==> config.mk <==
export PLATFORM = sky130hd
export DESIGN_NAME = wd_reset_sequencer_flat
export DESIGN_NICKNAME = d
export VERILOG_FILES = /design/src/rtl/wd_reset_sequencer_if.sv /design/src/rtl/wd_reset_sequencer.sv /design/src/flat_wrapper.sv
export SDC_FILE = /design/constraint.sdc
export NUM_CORES = 1
export LEC_CHECK = 0
export BUFFER_PORTS_ARGS = -buffer_cell sky130_fd_sc_hd__buf_2
export CORE_UTILIZATION = 40
export DETAILED_ROUTE_END_ITERATION = 7
export MAX_ROUTING_LAYER = met4
export PLACE_DENSITY = 0.71
export SLEW_MARGIN = 10
export SYNTH_ARGS = -nofsm -noshare
export SYNTH_HDL_FRONTEND = slang
export SYNTH_SLANG_ARGS = --single-unit
==> constraint.sdc <==
create_clock -name clk -period 2.2 [get_ports clk]
set_clock_uncertainty 0.1 [all_clocks]
set_input_delay 0.11 -clock clk [delete_from_list [all_inputs] [get_ports clk]]
set_output_delay 0.11 -clock clk [all_outputs]
set_load 0.03 [all_outputs]
==> src/rtl/wd_reset_sequencer_if.sv <==
// Signal bundle between the watchdog/reset sequencer and its surroundings
// (address decoder strobes, video VBLANK, CPU reset and status).
interface wd_reset_sequencer_if;
  logic       vblank;
  logic       wdog_kick;
  logic       wdis_n;
  logic       ext_reset_req;
  logic       cpu_reset_n;
  logic [3:0] wd_count;
  logic       wd_fired;
  logic [1:0] reset_cause;
  logic [7:0] trip_total;

  modport master (
    output vblank, wdog_kick, wdis_n, ext_reset_req,
    input  cpu_reset_n, wd_count, wd_fired, reset_cause, trip_total
  );

  modport slave (
    input  vblank, wdog_kick, wdis_n, ext_reset_req,
    output cpu_reset_n, wd_count, wd_fired, reset_cause, trip_total
  );
endinterface

==> src/rtl/wd_reset_sequencer.sv <==
// CPU reset stretcher with VBLANK-frame watchdog: holds cpu_reset_n low after
// power-on, watchdog trip or external request, and records the last cause.
module wd_reset_sequencer #(
  parameter int unsigned WD_LIMIT    = 8,
  parameter int unsigned HOLD_CYCLES = 16,
  parameter int unsigned SYNC_STAGES = 2
) (
  input  logic                 clk,
  input  logic                 reset_n,
  wd_reset_sequencer_if.slave  bus
);

  localparam int unsigned HOLD_W = (HOLD_CYCLES > 2) ? $clog2(HOLD_CYCLES) : 1;
  localparam logic [HOLD_W-1:0] HOLD_LAST = HOLD_W'(HOLD_CYCLES - 1);
  localparam logic [3:0]        WD_LAST   = 4'(WD_LIMIT - 1);
  localparam logic [1:0]        CAUSE_POR = 2'b00;
  localparam logic [1:0]        CAUSE_WD  = 2'b01;
  localparam logic [1:0]        CAUSE_EXT = 2'b10;

  typedef enum logic {ST_HOLD, ST_RUN} state_t;

  state_t                 state;
  logic [HOLD_W-1:0]      hold_cnt;
  logic [SYNC_STAGES-1:0] vb_sync;
  logic                   vb_prev;
  logic                   vb_rise_c;
  logic                   cpu_reset_q;
  logic [3:0]             wd_count_q;
  logic                   wd_fired_q;
  logic [1:0]             reset_cause_q;
  logic [7:0]             trip_total_q;

  // VBLANK synchroniser plus edge register; vb_rise_c is one clk per frame.
  always_ff @(posedge clk or negedge reset_n) begin
    if (!reset_n) begin
      vb_sync <= '0;
      vb_prev <= 1'b0;
    end else begin
      vb_sync <= {vb_sync[SYNC_STAGES-2:0], bus.vblank};
      vb_prev <= vb_sync[SYNC_STAGES-1];
    end
  end

  assign vb_rise_c = vb_sync[SYNC_STAGES-1] & ~vb_prev;

  always_ff @(posedge clk or negedge reset_n) begin
    if (!reset_n) begin
      state         <= ST_HOLD;
      hold_cnt      <= '0;
      cpu_reset_q   <= 1'b0;
      wd_count_q    <= 4'd0;
      wd_fired_q    <= 1'b0;
      reset_cause_q <= CAUSE_POR;
      trip_total_q  <= 8'd0;
    end else begin
      wd_fired_q <= 1'b0;
      case (state)
        ST_HOLD: begin
          wd_count_q <= 4'd0;
          if (bus.ext_reset_req) begin
            hold_cnt      <= '0;
            reset_cause_q <= CAUSE_EXT;
          end else if (hold_cnt == HOLD_LAST) begin
            state       <= ST_RUN;
            cpu_reset_q <= 1'b1;
          end else begin
            hold_cnt <= hold_cnt + HOLD_W'(1);
          end
        end
        ST_RUN: begin
          if (bus.ext_reset_req) begin
            state         <= ST_HOLD;
            hold_cnt      <= '0;
            cpu_reset_q   <= 1'b0;
            wd_count_q    <= 4'd0;
            reset_cause_q <= CAUSE_EXT;
          end else if (!bus.wdis_n || bus.wdog_kick) begin
            wd_count_q <= 4'd0;
          end else if (vb_rise_c) begin
            // Last allowed frame elapsed without a kick: trip.
            if (wd_count_q == WD_LAST) begin
              state         <= ST_HOLD;
              hold_cnt      <= '0;
              cpu_reset_q   <= 1'b0;
              wd_count_q    <= 4'd0;
              reset_cause_q <= CAUSE_WD;
              wd_fired_q    <= 1'b1;
              trip_total_q  <= (trip_total_q == 8'hFF) ? trip_total_q : trip_total_q + 8'd1;
            end else begin
              wd_count_q <= wd_count_q + 4'd1;
            end
          end
        end
        default: state <= ST_HOLD;
      endcase
    end
  end

  assign bus.cpu_reset_n = cpu_reset_q;
  assign bus.wd_count    = wd_count_q;
  assign bus.wd_fired    = wd_fired_q;
  assign bus.reset_cause = reset_cause_q;
  assign bus.trip_total  = trip_total_q;

endmodule

==> src/flat_wrapper.sv <==
// flat-port wrapper written by rule: the top's interface ports become plain ports
module wd_reset_sequencer_flat 
#(
  parameter int unsigned WD_LIMIT    = 8,
  parameter int unsigned HOLD_CYCLES = 16,
  parameter int unsigned SYNC_STAGES = 2
)
  (clk, reset_n, bus_vblank, bus_wdog_kick, bus_wdis_n, bus_ext_reset_req, bus_cpu_reset_n, bus_wd_count, bus_wd_fired, bus_reset_cause, bus_trip_total);
  wd_reset_sequencer_if bus_i ();
  input  logic clk;
  input  logic reset_n;
  input wire logic [$bits(bus_i.vblank)-1:0] bus_vblank;
  input wire logic [$bits(bus_i.wdog_kick)-1:0] bus_wdog_kick;
  input wire logic [$bits(bus_i.wdis_n)-1:0] bus_wdis_n;
  input wire logic [$bits(bus_i.ext_reset_req)-1:0] bus_ext_reset_req;
  output wire logic [$bits(bus_i.cpu_reset_n)-1:0] bus_cpu_reset_n;
  output wire logic [$bits(bus_i.wd_count)-1:0] bus_wd_count;
  output wire logic [$bits(bus_i.wd_fired)-1:0] bus_wd_fired;
  output wire logic [$bits(bus_i.reset_cause)-1:0] bus_reset_cause;
  output wire logic [$bits(bus_i.trip_total)-1:0] bus_trip_total;
  assign bus_i.vblank = bus_vblank;
  assign bus_i.wdog_kick = bus_wdog_kick;
  assign bus_i.wdis_n = bus_wdis_n;
  assign bus_i.ext_reset_req = bus_ext_reset_req;
  assign bus_cpu_reset_n = bus_i.cpu_reset_n;
  assign bus_wd_count = bus_i.wd_count;
  assign bus_wd_fired = bus_i.wd_fired;
  assign bus_reset_cause = bus_i.reset_cause;
  assign bus_trip_total = bus_i.trip_total;
  wd_reset_sequencer #(.WD_LIMIT(WD_LIMIT), .HOLD_CYCLES(HOLD_CYCLES), .SYNC_STAGES(SYNC_STAGES)) u_core (.clk(clk), .reset_n(reset_n), .bus(bus_i));
endmodule
* Word level (Yosys, flattened, before mapping)
Index checks and enable logic that the tools add are counted.
** Storage, ports and cells
- Bits in registers :: 24
- Latch bits :: 0
- Memory bits (writable) :: 0
- Bits in read-only memories :: 0
- Bits of input ports :: 6
- Output and inout port bits :: 16
- Word-level logic and storage cells :: 72
- Memories kept :: 0
** Operators by class
- $add $sub $neg :: 3
- Multipliers :: 0
- Divide/modulo/power cells :: 0
- Order comparisons :: 0
- Eq/ne operators :: 11
- Shift-type cells :: 0
- Multiplexer cells :: 37
- Bitwise gates (word level) :: 6
- Reduce and logical (&&, ||, !) cells :: 6
** Operators with widths (count)
- two-way mux 4 bit :: 10
- two-way mux 1 bit :: 17
- one-hot mux 4 bit (2 select lines) :: 2
- inequality test 3 bit, second input constant :: 4
- two-way mux 2 bit :: 5
- adder 4 x 1 -> 4 bit, second input constant :: 2
- adder 8 x 1 -> 8 bit, second input constant :: 1
- == test 8 bit, second input constant :: 1
- AND reduction 4 bit :: 2
- AND reduction 6 bit :: 1
- NOT 1 bit :: 5
- AND reduction 5 bit :: 1
- == test 4 x 3 -> 1 bit, second input constant :: 1
- == test 4 bit, second input constant :: 1
- inequality test 2 bit, second input constant :: 2
- inequality test 4 bit, second input constant :: 1
- one-hot mux 1 bit (2 select lines) :: 2
- one-hot mux 2 bit (2 select lines) :: 1
- inequality test 2 x 1 -> 1 bit, second input constant :: 1
- AND 1 bit :: 1
- logical NOT 1 bit :: 1
- logical OR 1 bit :: 1

* Logic depth before layout (Yosys ltp)
Gate-level depths: netlist of the first run.
- Depth in word-level cells :: 6
- Depth in mapped cells :: 5
- Depth with buffers taken out :: 5

* Worst setup path after synthesis of the first run
Ideal clock, no wire load.
- Kind :: register to register
- Start point :: register u_core.wd_count_q[0], in the netlist u_core.bus.wd_count[0]
- End point :: register u_core.trip_total_q[4], in the netlist u_core.bus.trip_total[4]
- Setup time :: 0.127 ns
- Data arrival time :: 1.848 ns
- Data required time :: 1.973 ns
- Path slack :: 0.125 ns
- Cell stages (with the launch flop) :: 6
- Path buffers :: 0
- Clock period less this slack :: 2.075 ns
- Path through :: dfrtp_1 -> ha_1 -> or2b_4 -> nor3_4 -> and4_1 -> mux2_1
** On the way
- Longest elaborated chain between the ends :: 2
** Ends and longest elaborated chain
- start: declaration :: line wd_reset_sequencer.sv:28 : logic [3:0] wd_count_q;
- start signal: assignment :: line wd_reset_sequencer.sv:90 : wd_count_q <= wd_count_q + 4'd1;
- == test 4 x 3 -> 1 bit :: line wd_reset_sequencer.sv:81 : if (wd_count_q == WD_LAST) begin
- AND reduction 6 bit (no source line)
- end signal: assignment :: line wd_reset_sequencer.sv:88 : trip_total_q <= (trip_total_q == 8'hFF) ? trip_total_q : trip_total_q + 8'd1;
- end: declaration :: line wd_reset_sequencer.sv:31 : logic [7:0] trip_total_q;
Every way passes these cells.
A chain may end at the register's enable or synchronous reset.

* Final worst setup path of the first run
Same ends and word-level chain as after synthesis.

==> results of run 1 <==
[cells by family (layout without fill, tap and decap cells)]
group	after synthesis	in the layout	synth area share
compound gates	14	14	0.0854
simple gates	44	44	0.247
xor+xnor	6	6	0.0443
flops	24	24	0.506
fa+ha+maj	3	3	0.0316
mux	7	7	0.0643
buf+inv	5	31	0.0221
[repair_timing]
item	4_1_cts	5_1_grt
endpoints found under the hold margin	31	0
hold buffers	3	0
endpoints found under the setup margin	0	0
[report_power, final]
| group | switching [mW] | internal (mW) | total, mW | leakage, nW |
|---|---|---|---|---|
| Clock | 0.133 | 0.101 | 0.235 | 0.0210 |
| Sequential | 0.00796 | 0.449 | 0.456 | 0.315 |
| Combinational | 0.0214 | 0.0200 | 0.0414 | 0.369 |
[layout make-up]
class,count,area [um^2]
Tap cell,31,38.8
Inverter,3,11.3
Clock buffer,4,36.3
Timing Repair Buffer,24,135
Fill cell,258,1400
Sequential cell,24,601
Multi-Input combinational cell,74,561
[layer usage]
metal,routed length (um),share of wire,track usage
met3,68,0.031,0.0461
met1,984,0.45,0.183
met5,0,0,-
met2,1100,0.51,0.269
met4,10,0.0046,0.0523
[critical path: cells and delay by family (launching register included)]
kind,cells,cell delay [ns]
muxes,1,0.32
adders and majority gates,1,0.20
and+or+nand+nor,3,0.87
DFF,1,0.42
[state kept, by name, summed over array words and instances, names as in the netlist]
register,count
u_core.state,1
u_core.vb_prev,1
u_core.bus.wd_count,4
u_core.hold_cnt,4
u_core.bus.trip_total,8
u_core.bus.reset_cause,2
u_core.bus.wd_fired,1
u_core.vb_sync,2
u_core.bus.cpu_reset_n,1
[cell usage in the layout, fill, tap and decap left out, drive strengths merged, types with 2 or more instances in the layout]
master | netlist | layout
a2111oi | 2 | 2
nor3 | 3 | 3
o22a | 2 | 2
o21ai | 2 | 2
nand2 | 13 | 13
mux2i | 2 | 2
mux2 | 5 | 5
dfrtp | 24 | 24
dlygate4sd3 | 0 | 3
a21oi | 3 | 3
nor2 | 10 | 10
nand3 | 3 | 3
nand4 | 2 | 2
nor4b | 2 | 2
ha | 3 | 3
xnor2 | 4 | 4
inv | 3 | 3
buf | 1 | 21
clkbuf | 1 | 4
xor2 | 2 | 2
[how the worst max path moves through the flow]
stage	slack (ns)	from	cells past startpoint	endpoint
floorplan	0.12	u_core.bus.wd_count[0]	5	u_core.bus.trip_total[4]
global placement	0.28	u_core.bus.wd_count[0]	5	u_core.bus.trip_total[4]
detailed placement	0.19	u_core.bus.wd_count[0]	5	u_core.bus.trip_total[4]
CTS	0.16	u_core.bus.wd_count[0]	5	u_core.bus.trip_total[4]
global route	0.06	u_core.bus.wd_count[1]	5	u_core.bus.trip_total[4]
finish	0.19	u_core.bus.wd_count[0]	5	u_core.bus.trip_total[4]
[per-stage QoR]
step           std cells  setup slack (ns)
5_1_grt              160            0.0571
3_3_place_gp         153             0.275
4_1_cts              160             0.162
2_1_floorplan        103             0.125
3_5_place_dp         153             0.189
6_report             160             0.186
==> out/metrics.cfg, run 1 <==
[clocking]
root_buffer = clkbuf_4
clk_latency_ns = 0.32
cts_tree = built
clkSinkCount = 24
ctsHtreeMaxLevel = 1
clk_path_buf_depth = 2
numCtsBuffers = 3
cts.repair.resized = 0
post-cts-setup-buffer-count = 0
clkTransAtPathRegs_ns = 0.13

[floorplan]
start_util = 0.427
die-height_um = 56.5
boundaryPins = 22
fp.dieW_um = 56.5
std_cell_rows = 19
die-area_mm2 = 0.00319
core-area_mm2 = 0.00278

[setup_path]
cp-start-kind = register
crit_path_top_delay_cell = dfrtp_1
crit-reg2reg-capture = u_core.bus.trip_total[4]
worstRegToRegCells = 5
cp-end-kind = register
r2r_setup_slack_ns = 0.19
max_stage_delay_ns = 0.42
crit_path_cell_trace = ha_1 -> or2b_4 -> nor3_4 -> and4_1 -> mux2_1
timing.rr.start = u_core.bus.wd_count[0]
worstPathMaxFanout = 7
critPathKind = reg -> reg
cp.required_ns = 2.31
worstPathArrival_ns = 2.12

[timing]
rsz0062_at_grt = no
fmax_mhz = 497
finalCriticalPeriod_ns = 2.01
tightest_slew_ns = 0.547
setup_violations = 0
whs_ns = 0.0488
slew_viol_final = 0
hold_viol_final = 0
relSlewSlack = 0.630
finalSetupTns_ns = 0
period_share = 0.915

[yosys]
synth_common_cells = dfrtp_1 (24), nand2_1 (13), nor2_1 (10)
synth.most_common_cell = dfrtp_1
synth_cell_types = 37
syn_area_mm2 = 0.00119
synth.avg_cell_area_um2 = 11.5
synthFlopType = dfrtp_1
synth.ff_latch_count = 24
synth_cells = 103
synth_area_leader_cell = dfrtp_1
synth_nets = 112
synth-edff-count = 0
yosysWarnings = 0
async_reset_ff_frac = 1.00
synth_top_area_frac = 0.506
synth_seq_area_share = 0.506
yosys-top-cells-area = dfrtp_1 (51%), mux2_1 (4.7%), nand2_1 (4.1%), ha_1 (3.2%), nor2_1 (3.2%)

[finish]
layout-drive-gt1-share = 0.256
area_delta_synth_final_pct = 16.4
nets = 139
num_antenna_cells = 0
fin_util = 0.497
design_area_mm2 = 0.00138

[global_routing]
grt_max_degree = 25
grt_use_total = 0.160
grt_overflow = 0
grt_antenna_before_repair = 0
grt_pass1_vias = 866
grt_pass1_wl_mm = 3.83

[run]
maxCapViolations = 0

[route]
drc_errors = 0
wl_per_cell_um = 13.5
ant_nets = 0
drt_iter0_drc = 30
via_count = 861
first_pass_iters = 4
vias_per_cell = 5.38
finalWirelength_mm = 2.17

[pwr]
finalPower_uw = 733
power.density_mw_per_mm2 = 530
cellLeakagePower_nw = 0.706
vdd.ir_drop.worst_mv = 0.521

[min_path]
hold_path_class = in -> reg
holdPathEnd = u_core.bus.wd_count[3]
min_from = bus_wdis_n
whs_path_depth = 3

[placement]
placed_cell_area_mm2 = 0.00132
gp_congestion = 0.835
io_buffers = 21
hpwl_mm = 1.60

[outcome]
outcome = complete, no violations

Power figures use the tool's default switching activity.
==> run 2: changes to the inputs <==
--- a/config.mk
+++ b/config.mk
@@ -5,11 +5,12 @@
 export SDC_FILE = /design/constraint.sdc
 export NUM_CORES = 1
 export LEC_CHECK = 0
+export ABC_AREA = 1
 export BUFFER_PORTS_ARGS = -buffer_cell sky130_fd_sc_hd__buf_2
 export CORE_UTILIZATION = 40
 export DETAILED_ROUTE_END_ITERATION = 7
 export MAX_ROUTING_LAYER = met4
-export PLACE_DENSITY = 0.71
+export PLACE_DENSITY = 0.7
 export SLEW_MARGIN = 10
 export SYNTH_ARGS = -nofsm -noshare
 export SYNTH_HDL_FRONTEND = slang
==> out/metrics.cfg, run 2 <==
[setup_path]
max_stage_delay_ns = 0.41  ; about the same
critPathTopFamily = simple AND/OR/NAND/NOR gates
timing.rr.start = u_core.bus.wd_count[0]
cp-start-kind = register
cp-end-kind = register
setup.worst_path.start = u_core.bus.wd_count[0]
crit-reg2reg-capture = u_core.bus.reset_cause[1]
worstPathMaxFanout = 5  ; -2
critPathKind = reg -> reg
cp.depth = 6  ; +1
worstPathArrival_ns = 1.61  ; -0.51 ns
r2r_setup_slack_ns = 0.71  ; +0.52 ns
crit_path_top_delay_cell = dfrtp_1
worstRegToRegCells = 6  ; +1
critPathCapture = u_core.bus.reset_cause[1]
cp.required_ns = 2.32  ; about the same
crit_buf_inv = 1  ; +1
crit_path_cell_trace = ha_1 -> nand3_1 -> nor2_1 -> nand2_1 -> o21ai_0 -> inv_1

[yosys]
synth.avg_cell_area_um2 = 7.95  ; -31%
syn_area_mm2 = 0.00131  ; +11%
synth_seq_area_share = 0.458  ; -0.0482
yosysWarnings = 0  ; unchanged
synth_common_cells = nand2_1 (48), dfrtp_1 (24), inv_1 (20)
synth_area_leader_cell = dfrtp_1
synth.ff_latch_count = 24  ; unchanged
synth.most_common_cell = nand2_1
synth_cells = 165  ; +60%
synthFlopType = dfrtp_1
synth_cell_types = 24  ; -35%
synth_nets = 174  ; +55%
async_reset_ff_frac = 1.00  ; unchanged
yosys-top-cells-area = dfrtp_1 (46%), nand2_1 (14%), nand3_1 (6.1%), inv_1 (5.7%), nand2_2 (3.3%)
synth_top_area_frac = 0.458  ; -0.0482
synth-edff-count = 0  ; unchanged

[floorplan]
std_cell_rows = 20  ; +1
core-area_mm2 = 0.00308  ; +11%
fp.dieW_um = 59.3  ; +4.9%
start_util = 0.426  ; -0.000478
die-height_um = 59.3  ; +4.9%
die-area_mm2 = 0.00351  ; +10%
boundaryPins = 22  ; unchanged

[pwr]
pwr-share-seq = 0.667  ; +0.044
combPwrFrac = 0.058  ; about the same
p_int_uw = 526  ; -7.7%
cellLeakagePower_nw = 0.776  ; +10%
vdd.ir_drop.worst_mv = 0.302  ; -42%
finalPower_uw = 683  ; -6.8%
p_clk_frac = 0.275  ; -0.045
power.density_mw_per_mm2 = 450  ; -15%
power.net_switching_uw = 157  ; -3.7%
netSwitchingFraction = 0.229  ; +0.00734

[placement]
io_buffers = 21  ; unchanged
preCtsSetupSlack_ns = 0.730  ; +0.541 ns
placed_cell_area_mm2 = 0.00147  ; +12%
hpwl_mm = 1.94  ; +21%
gp_congestion = 0.825  ; -1.2%

[finish]
nets = 202  ; +45%
fillers = 316  ; +22%
num_antenna_cells = 0  ; unchanged
final_common_cell = nand2_1
mostFrequentLayoutCells = nand2_1 (48), dfrtp_1 (24), buf_2 (21)
layout-drive-gt1-share = 0.230  ; -0.0254
largest_register_ff_count = 8  ; unchanged
area_delta_synth_final_pct = 15.4
design_area_mm2 = 0.00152  ; +9.6%

[route]
ant_nets = 0  ; unchanged
wl_per_cell_um = 10.7  ; -21%
finalWirelength_mm = 2.51  ; +16%
first_pass_iters = 4  ; unchanged
via_count = 1104  ; +28%
drc_errors = 0  ; unchanged
vias_per_cell = 4.70  ; -13%
drt_iter0_drc = 81  ; +170%

[global_routing]
grt_antenna_before_repair = 0  ; unchanged
grt_pass1_vias = 984  ; +14%
grt_pass1_wl_mm = 4.35  ; +14%
grt_max_degree = 25  ; unchanged
grt_overflow = 0  ; unchanged
grt_use_total = 0.169  ; +0.00872

[clocking]
ctsHtreeMaxLevel = 1  ; unchanged
hold_buffers = 2  ; -1
clk_path_buf_depth = 2  ; unchanged
clkSinkCount = 24  ; unchanged
clkTransAtPathRegs_ns = 0.13  ; about the same
numCtsBuffers = 3  ; unchanged
post-cts-setup-buffer-count = 0  ; unchanged
clk_latency_ns = 0.31  ; about the same
cts.repair.resized = 0  ; unchanged
root_buffer = clkbuf_4
cts_tree = built

[min_path]
hold_path_class = in -> reg

[timing]
worst_slack_ns = 0.710  ; +0.524 ns
period_share = 0.677  ; -0.238
slew_viol_final = 0  ; unchanged
finalSetupTns_ns = 0  ; unchanged
setup_violations = 0  ; unchanged
fmax_mhz = 671  ; +35%
whs_ns = 0.000210  ; -0.0486 ns
rsz0062_at_grt = no
finalCriticalPeriod_ns = 1.49  ; -0.524 ns
relSlewSlack = 0.649  ; +0.0186
hold_viol_final = 0  ; unchanged
tightest_slew_ns = 0.527  ; -0.0202 ns

[run]
maxCapViolations = 0  ; unchanged

[outcome]
outcome = complete, no violations

-- run 2: worst min path at each step --
stage / from / end / slack (ns) / cells after the start
2_1_floorplan: reset_n / u_core.bus.cpu_reset_n / -0.29 / 0
5_1_grt: bus_ext_reset_req / u_core.bus.reset_cause[1] / 0.04 / 3
3_3_place_gp: reset_n / u_core.bus.trip_total[2] / 0.02 / 1
4_1_cts: bus_ext_reset_req / u_core.bus.reset_cause[1] / 0.003 / 3
6_report: bus_ext_reset_req / u_core.bus.reset_cause[1] / 0.0002 / 3
3_5_place_dp: reset_n / u_core.bus.trip_total[2] / 0.03 / 1
-- run 2: routing by layer --
layer  up-vias  part of all wire  GRT usage
li1        578                 -          -
met1       501              0.49      0.223
met2        23              0.47      0.266
met3         2             0.038     0.0459
met4         0            0.0052     0.0204
met5         -                 0          -
-- run 2: cells by family (layout without fill, tap and decap cells) --
kind of cell,Yosys count,in the layout,share of synthesized area
AOI/OAI and AO/OA,13,13,0.0543
xor gates and xnor gates,3,3,0.0200
DFF,24,24,0.458
adders and majority gates,3,3,0.0286
buffers and inverters,22,48,0.0629
and+or+nand+nor,100,100,0.377
-- run 2: layout make-up --
type,instances,area [um^2],area share
clock buffers,3,22.5,0.0149
inverters,22,82.6,0.0545
multi-input cells,119,629,0.415
flip-flops and latches,24,601,0.396
well taps,44,55.1,0.0363
repair buffers,23,125,0.0826
-- run 2: power groups by stage --
stage	sequential, mW	clock (mW)	combinational [mW]
after floorplan	0.462	0	0.0190
after global placement	0.463	0	0.0371
after detailed placement	0.464	0	0.0385
after CTS	0.455	0.199	0.0410
after global routing	0.457	0.214	0.0454
final	0.455	0.188	0.0395
-- run 2: worst reg2reg max path, stage by stage (launching register included) --
cell and delay [ns]:
dfrtp_1 0.41, ha_1 0.21, nand3_1 0.22, nor2_1 0.21, nand2_1 0.11, o21ai_0 0.09
inv_1 0.05
-- run 2: through the flow --
step           cells   util
3_5_place_dp     230  0.478
6_report         235  0.492
2_1_floorplan    165      -
3_3_place_gp     230  0.478
4_1_cts          235  0.492
5_1_grt          235  0.492
